`src/rtl/alu_issue.sv`:
```
// RV32I decode/issue stage: decodes one instruction per handshake into ALU operands,
// op code and control, held in a one-entry valid/ready pipeline register.
module alu_issue (
    input  logic        clk_i,
    input  logic        rst_ni,
    input  logic        flush_i,
    input  logic        in_valid_i,
    output logic        in_ready_o,
    input  logic [31:0] instr_i,
    input  logic [31:0] pc_i,
    input  logic [31:0] rs1_data_i,
    input  logic [31:0] rs2_data_i,
    output logic        out_valid_o,
    input  logic        out_ready_i,
    output logic [31:0] a_o,
    output logic [31:0] b_o,
    output logic [3:0]  alu_op_o,
    output logic [31:0] imm_o,
    output logic [31:0] store_data_o,
    output logic [4:0]  rd_o,
    output logic        rd_we_o,
    output logic        is_load_o,
    output logic        is_store_o,
    output logic        is_branch_o,
    output logic        is_jalr_o,
    output logic [2:0]  funct3_o,
    output logic        illegal_o
);

    localparam logic [3:0] OpAdd  = 4'b0000;
    localparam logic [3:0] OpSub  = 4'b0001;
    localparam logic [3:0] OpAnd  = 4'b0010;
    localparam logic [3:0] OpOr   = 4'b0011;
    localparam logic [3:0] OpXor  = 4'b0100;
    localparam logic [3:0] OpSll  = 4'b0101;
    localparam logic [3:0] OpSrl  = 4'b0110;
    localparam logic [3:0] OpSra  = 4'b0111;
    localparam logic [3:0] OpSlt  = 4'b1000;
    localparam logic [3:0] OpSltu = 4'b1001;

    localparam logic [6:0] OpcOp     = 7'b0110011;
    localparam logic [6:0] OpcOpImm  = 7'b0010011;
    localparam logic [6:0] OpcLoad   = 7'b0000011;
    localparam logic [6:0] OpcStore  = 7'b0100011;
    localparam logic [6:0] OpcBranch = 7'b1100011;
    localparam logic [6:0] OpcLui    = 7'b0110111;
    localparam logic [6:0] OpcAuipc  = 7'b0010111;
    localparam logic [6:0] OpcJal    = 7'b1101111;
    localparam logic [6:0] OpcJalr   = 7'b1100111;

    localparam logic [6:0] F7Zero = 7'h00;
    localparam logic [6:0] F7Alt  = 7'h20;

    typedef enum logic {StEmpty, StFull} state_e;

    state_e      r_state;
    logic [31:0] r_a, r_b, r_imm, r_sd;
    logic [3:0]  r_op;
    logic [4:0]  r_rd;
    logic [2:0]  r_f3;
    logic        r_we, r_ld, r_st, r_br, r_jalr, r_ill;

    logic [6:0]  w_opcode, w_f7;
    logic [2:0]  w_f3;
    logic [4:0]  w_rd;
    logic [31:0] w_imm_i, w_imm_s, w_imm_b, w_imm_u, w_imm_j;
    logic [31:0] w_a, w_b, w_imm, w_sd;
    logic [3:0]  w_op;
    logic        w_we, w_ld, w_st, w_br, w_jalr, w_ill, w_rd_we;
    logic        w_accept;

    // alt selects SUB (funct3 000) or SRA (funct3 101); ignored elsewhere
    function automatic logic [3:0] f3_to_op(input logic [2:0] f3, input logic alt);
        case (f3)
            3'b000:  return alt ? OpSub : OpAdd;
            3'b001:  return OpSll;
            3'b010:  return OpSlt;
            3'b011:  return OpSltu;
            3'b100:  return OpXor;
            3'b101:  return alt ? OpSra : OpSrl;
            3'b110:  return OpOr;
            default: return OpAnd;
        endcase
    endfunction

    assign w_opcode = instr_i[6:0];
    assign w_rd     = instr_i[11:7];
    assign w_f3     = instr_i[14:12];
    assign w_f7     = instr_i[31:25];

    assign w_imm_i = {{20{instr_i[31]}}, instr_i[31:20]};
    assign w_imm_s = {{20{instr_i[31]}}, instr_i[31:25], instr_i[11:7]};
    assign w_imm_b = {{19{instr_i[31]}}, instr_i[31], instr_i[7], instr_i[30:25],
                      instr_i[11:8], 1'b0};
    assign w_imm_u = {instr_i[31:12], 12'b0};
    assign w_imm_j = {{11{instr_i[31]}}, instr_i[31], instr_i[19:12], instr_i[20],
                      instr_i[30:21], 1'b0};

    always_comb begin
        w_a    = '0;
        w_b    = '0;
        w_op   = OpAdd;
        w_imm  = '0;
        w_sd   = '0;
        w_we   = 1'b0;
        w_ld   = 1'b0;
        w_st   = 1'b0;
        w_br   = 1'b0;
        w_jalr = 1'b0;
        w_ill  = 1'b0;
        case (w_opcode)
            OpcOp: begin
                w_a   = rs1_data_i;
                w_b   = rs2_data_i;
                w_we  = 1'b1;
                w_op  = f3_to_op(w_f3, w_f7 == F7Alt);
                w_ill = !((w_f7 == F7Zero) ||
                          (w_f7 == F7Alt && (w_f3 == 3'b000 || w_f3 == 3'b101)));
            end
            OpcOpImm: begin
                w_a   = rs1_data_i;
                w_b   = w_imm_i;
                w_imm = w_imm_i;
                w_we  = 1'b1;
                w_op  = f3_to_op(w_f3, w_f3 == 3'b101 && w_f7 == F7Alt);
                w_ill = (w_f3 == 3'b001 && w_f7 != F7Zero) ||
                        (w_f3 == 3'b101 && w_f7 != F7Zero && w_f7 != F7Alt);
            end
            OpcLoad: begin
                w_a   = rs1_data_i;
                w_b   = w_imm_i;
                w_imm = w_imm_i;
                w_we  = 1'b1;
                w_ld  = 1'b1;
            end
            OpcStore: begin
                w_a   = rs1_data_i;
                w_b   = w_imm_s;
                w_imm = w_imm_s;
                w_sd  = rs2_data_i;
                w_st  = 1'b1;
            end
            OpcBranch: begin
                w_a   = rs1_data_i;
                w_b   = rs2_data_i;
                w_op  = OpSub;
                w_imm = w_imm_b;
                w_br  = 1'b1;
            end
            OpcLui: begin
                w_b   = w_imm_u;
                w_imm = w_imm_u;
                w_we  = 1'b1;
            end
            OpcAuipc: begin
                w_a   = pc_i;
                w_b   = w_imm_u;
                w_imm = w_imm_u;
                w_we  = 1'b1;
            end
            OpcJal: begin
                w_a   = pc_i;
                w_b   = 32'd4;
                w_imm = w_imm_j;
                w_we  = 1'b1;
            end
            OpcJalr: begin
                w_a    = pc_i;
                w_b    = 32'd4;
                w_imm  = w_imm_i;
                w_we   = 1'b1;
                w_jalr = 1'b1;
                w_ill  = (w_f3 != 3'b000);
            end
            default: w_ill = 1'b1;
        endcase
        // Illegal bundles still issue, but as an inert ADD 0+0 with no side effects
        if (w_ill) begin
            w_a    = '0;
            w_b    = '0;
            w_op   = OpAdd;
            w_imm  = '0;
            w_sd   = '0;
            w_we   = 1'b0;
            w_ld   = 1'b0;
            w_st   = 1'b0;
            w_br   = 1'b0;
            w_jalr = 1'b0;
        end
    end

    assign w_rd_we     = w_we && (w_rd != 5'd0);
    assign out_valid_o = (r_state == StFull);
    assign in_ready_o  = !out_valid_o || out_ready_i;
    assign w_accept    = in_valid_i && in_ready_o && !flush_i;

    always_ff @(posedge clk_i or negedge rst_ni) begin
        if (!rst_ni) begin
            r_state <= StEmpty;
            r_a     <= '0;
            r_b     <= '0;
            r_op    <= OpAdd;
            r_imm   <= '0;
            r_sd    <= '0;
            r_rd    <= '0;
            r_f3    <= '0;
            r_we    <= 1'b0;
            r_ld    <= 1'b0;
            r_st    <= 1'b0;
            r_br    <= 1'b0;
            r_jalr  <= 1'b0;
            r_ill   <= 1'b0;
        end else begin
            if (flush_i) begin
                r_state <= StEmpty;
            end else if (w_accept) begin
                r_state <= StFull;
            end else if (out_ready_i) begin
                r_state <= StEmpty;
            end
            if (w_accept) begin
                r_a    <= w_a;
                r_b    <= w_b;
                r_op   <= w_op;
                r_imm  <= w_imm;
                r_sd   <= w_sd;
                r_rd   <= w_rd;
                r_f3   <= w_f3;
                r_we   <= w_rd_we;
                r_ld   <= w_ld;
                r_st   <= w_st;
                r_br   <= w_br;
                r_jalr <= w_jalr;
                r_ill  <= w_ill;
            end
        end
    end

    assign a_o          = r_a;
    assign b_o          = r_b;
    assign alu_op_o     = r_op;
    assign imm_o        = r_imm;
    assign store_data_o = r_sd;
    assign rd_o         = r_rd;
    assign rd_we_o      = r_we;
    assign is_load_o    = r_ld;
    assign is_store_o   = r_st;
    assign is_branch_o  = r_br;
    assign is_jalr_o    = r_jalr;
    assign funct3_o     = r_f3;
    assign illegal_o    = r_ill;

endmodule

```
`config.mk`:
```
export PLATFORM = sky130hd
export DESIGN_NAME = alu_issue
export DESIGN_NICKNAME = d
export VERILOG_FILES = /design/src/rtl/alu_issue.sv
export SDC_FILE = /design/constraint.sdc
export NUM_CORES = 1
export LEC_CHECK = 0
export CAP_MARGIN = 20
export CORE_ASPECT_RATIO = 0.8
export CORE_UTILIZATION = 38
export CTS_BUF_LIST = sky130_fd_sc_hd__clkbuf_4
export DETAILED_ROUTE_END_ITERATION = 16
export HOLD_SLACK_MARGIN = 0.12
export PLACE_DENSITY = 0.72
export SYNTH_ARGS = -nofsm -noshare
export SYNTH_HDL_FRONTEND = slang
export SYNTH_SLANG_ARGS = --single-unit
```
`constraint.sdc`:
```
create_clock -name clk_i -period 1.8 [get_ports clk_i]
set_input_delay 0.36 -clock clk_i [delete_from_list [all_inputs] [get_ports clk_i]]
set_output_delay 0.36 -clock clk_i [all_outputs]
set_load 0.02 [all_outputs]
```
==> key figures <==
Outcome
  – Outcome: complete, no violations

Global routing
  – Largest net degree at the start of global routing: 46
  – Met2 Use GR: 38.93%
  – Vias in the first global route: 6183
  – Overflow after GRT: 0
  – Global-route wire length before repair: 35030 um
  – Met1 global-route usage: 35.64%
  – GRT busiest layer: met2
  – Initial antenna violation count: 0
  – Met3 usage: 8.083%
  – GRT Total Usage: 25.78%

Final layout
  – Final Non-Filler Cells: 1200
  – Design area: 0.01063 mm^2
  – Utilization after layout: 61.14%
  – Final net count: 1095
  – Share of cells above drive strength 1: 20.62%
  – Most frequent cells in the layout: dfrtp_1 (147), dlygate4sd2_1 (147), clkdlybuf4s50_1 (129)
  – Ant. Diodes: 0
  – Layout overhead on the synthesized area: 57.29%
  – FILL cells: 1540

Floorplan
  – DIE AREA: 0.01832 mm^2
  – Starting Density: 38.87%
  – Core box area: 0.01738 mm^2
  – Width of the die: 151.1 um
  – Die height: 121.3 um
  – Row cnt: 43
  – I/O pins: 281

Power and ir drop
  – Leak pwr: 5.157 nW
  – Max IR drop VDD: 0.3731 mV
  – Clock share of power: 33.3%
  – Switching pwr: 1.810 mW
  – Total Power: 6.496 mW
  – PD cells: 611.4 mW/mm^2
  – Switching portion of total power: 27.86%
  – Seq pwr share: 51.9%
  – Comb pwr share: 14.8%
  – P_int: 4.687 mW

Synth
  – Mapped cell area: 0.006755 mm^2
  – Count of unique library cells instantiated by Yosys: 59
  – Warnings, synthesis: 0
  – Register area share after synthesis: 54.45%
  – Post-synthesis adder-cell area fraction: 0%
  – Syn Nets: 758
  – Simple-gate share of the synthesized area: 10.65%
  – Top FF cell, synth: dfrtp_1
  – Compound-Gate Fraction of Synth Area: 27.95%
  – Mux cell area share after synthesis: 1.334%
  – Post-synth EDFFs: 0
  – Async S/R FF share, synth: 100.0%
  – Syn_area_per_cell: 10.81 um^2
  – Post-synthesis cell count: 625
  – Main combinational cell family by area after synthesis: compound AO/OA/AOI/OAI gates
  – Post-Synth XOR/XNOR Area: 0.1297%
  – Seq cells post-synth: 147

CTS
  – Clock sink count: 147
  – Clock transition at path regs: 140 ps
  – Clk root buf: clkbuf_4
  – CTS tree: done
  – H-Tree Depth: 4
  – Total clock buffers created by CTS: 17
  – Clock Tree Buf Depth: 2
  – Clk_lat worst skew: 560 ps

Route
  – Drt pass-1 iters: 5
  – Vias: 6427
  – Number of remaining DRC errors: 0
  – WL per Instance: 19.52 um
  – Initial DRC count: 378
  – Antenna Violating Nets Remaining: 0
  – Avg Vias per Cell: 5.356
  – Final WL: 23430 um

Critical path
  – Crit Path Max Fanout: 8
  – CP arrival: 2280 ps
  – Setup crit start kind: input pin
  – Worst R2R End: store_data_o[16]
  – Req. time, crit path: 2280 ps
  – Flop-to-flop setup slack: 120 ps
  – WS Path Type: in -> reg
  – R2r startpoint: out_valid_o
  – R2R cell count: 6
  – Crit. End Element: flip-flop

Placement
  – GPL Wtd Cong: 0.9199
  – Pre-CTS WS: -557.0 ps
  – Placed inst area: 0.01044 mm^2
  – Hpwl dp: 17490 um
  – Cell total after placement: 1164
  – PortBufs: 280

STA
  – Fmax: 556.0 MHz
  – Worst Max-Slew Pin Slew: 477.4 ps
  – Rel. slew slack: 67.84%
  – Hold WS: 286.8 ps
  – Max-slew violations: 0
  – Crit share post-route: 99.92%
  – Final Hold Vio Count: 0
  – # setup viols final: 0
  – Setup TNS: 0 ps
  – Final Skew: 17.40 ps
  – RSZ-0062 raised after global routing: yes
  – Setup ws final: 1.517 ps
  – Final period demand of the worst path: 1798 ps

Min path
  – Hold Crit Class: in -> async

Run
  – Max Cap Viol: 0
[registers in the layout, summed over array words and instances, names as in the netlist]
signal,flops
alu_op_o,4
funct3_o,3
rd_we_o,1
rd_o,5
is_jalr_o,1
out_valid_o,1
illegal_o,1
b_o,32
is_branch_o,1
is_store_o,1
is_load_o,1
a_o,32
store_data_o,32
imm_o,32
[kinds of logic (layout without fill, tap and decap cells)]
logic type	after synthesis	in the layout
AO/OA/AOI/OAI	255	255
XOR/XNOR	1	1
buffers and inverters	60	410
flip-flops	147	147
multiplexers	8	8
AND/OR/NAND/NOR	154	154
[layout make-up]
class / instances / area [um^2] / area share [%]
sequential: 147 / 3679 / 34.62
timing repair buffer: 372 / 3612 / 34.00
multi-input combinational: 418 / 2741 / 25.80
tap: 225 / 281.5 / 2.650
clock inverter: 14 / 153.9 / 1.448
clock buffer: 18 / 135.1 / 1.272
inverter: 6 / 22.52 / 0.2120
[worst max-delay path, stage by stage]
cell and delay [ps]:
clkdlybuf4s50_1 510, buf_4 240, or3_1 380, a21oi_1 290
o21a_1 210, buf_12 130, a21oi_1 50, o21ai_2 110
[synth_stat cells, types with 4 or more instances]
cell	n	area (um^2)
o21ai_2	50	437.9
buf_2	12	60.06
inv_1	6	22.52
a221oi_1	20	175.2
a22oi_1	47	352.8
mux2_2	8	90.09
nor2_1	9	33.78
clkbuf_2	6	30.03
buf_12	5	100.1
buf_6	4	45.04
nand2_1	116	435.4
a21o_1	4	30.03
a21oi_1	27	135.1
clkbuf_1	24	90.09
o21ai_1	20	100.1
dfrtp_1	147	3679
a22o_1	32	280.3
o21ai_0	35	175.2
[how the worst max path moves through the flow]
| stage | from | endpoint | slack (ps) | cells past startpoint |
|---|---|---|---|---|
| floorplan | out_valid_o | store_data_o[22] | 50 | 5 |
| global placement | instr_i[1] | imm_o[30] | -560 | 8 |
| detailed placement | instr_i[6] | a_o[0] | -560 | 8 |
| CTS | out_valid_o | b_o[7] | 40 | 7 |
| global route | out_valid_o | store_data_o[16] | -7 | 6 |
| finish | instr_i[6] | imm_o[13] | 2 | 8 |
[per-layer routing]
layer,vias up,wire length (um)
met5,-,0
met4,0,439
met3,26,2071
met2,292,10420
met1,3124,10490
li1,2985,-
[timing repair]
item                       4_1_cts  5_1_grt
hold buffers                     1        0
pin swaps                        0        2
hold endpoints to repair       147        0
setup endpoints to repair      148       71
setup buffers                    0        2
resized for setup              151        9
gates cloned                     0        1
[power groups by stage]
| stage | Sequential [mW] | Combinational [mW] | Clock (mW) |
|---|---|---|---|
| 5_1_grt | 3.38 | 1.02 | 2.38 |
| 3_5_place_dp | 3.43 | 0.986 | 0 |
| 3_3_place_gp | 3.43 | 0.981 | 0 |
| 2_1_floorplan | 3.49 | 0.233 | 0 |
| 4_1_cts | 3.37 | 0.959 | 2.23 |
| 6_report | 3.37 | 0.962 | 2.16 |
(Power assumes the default switching activity.)
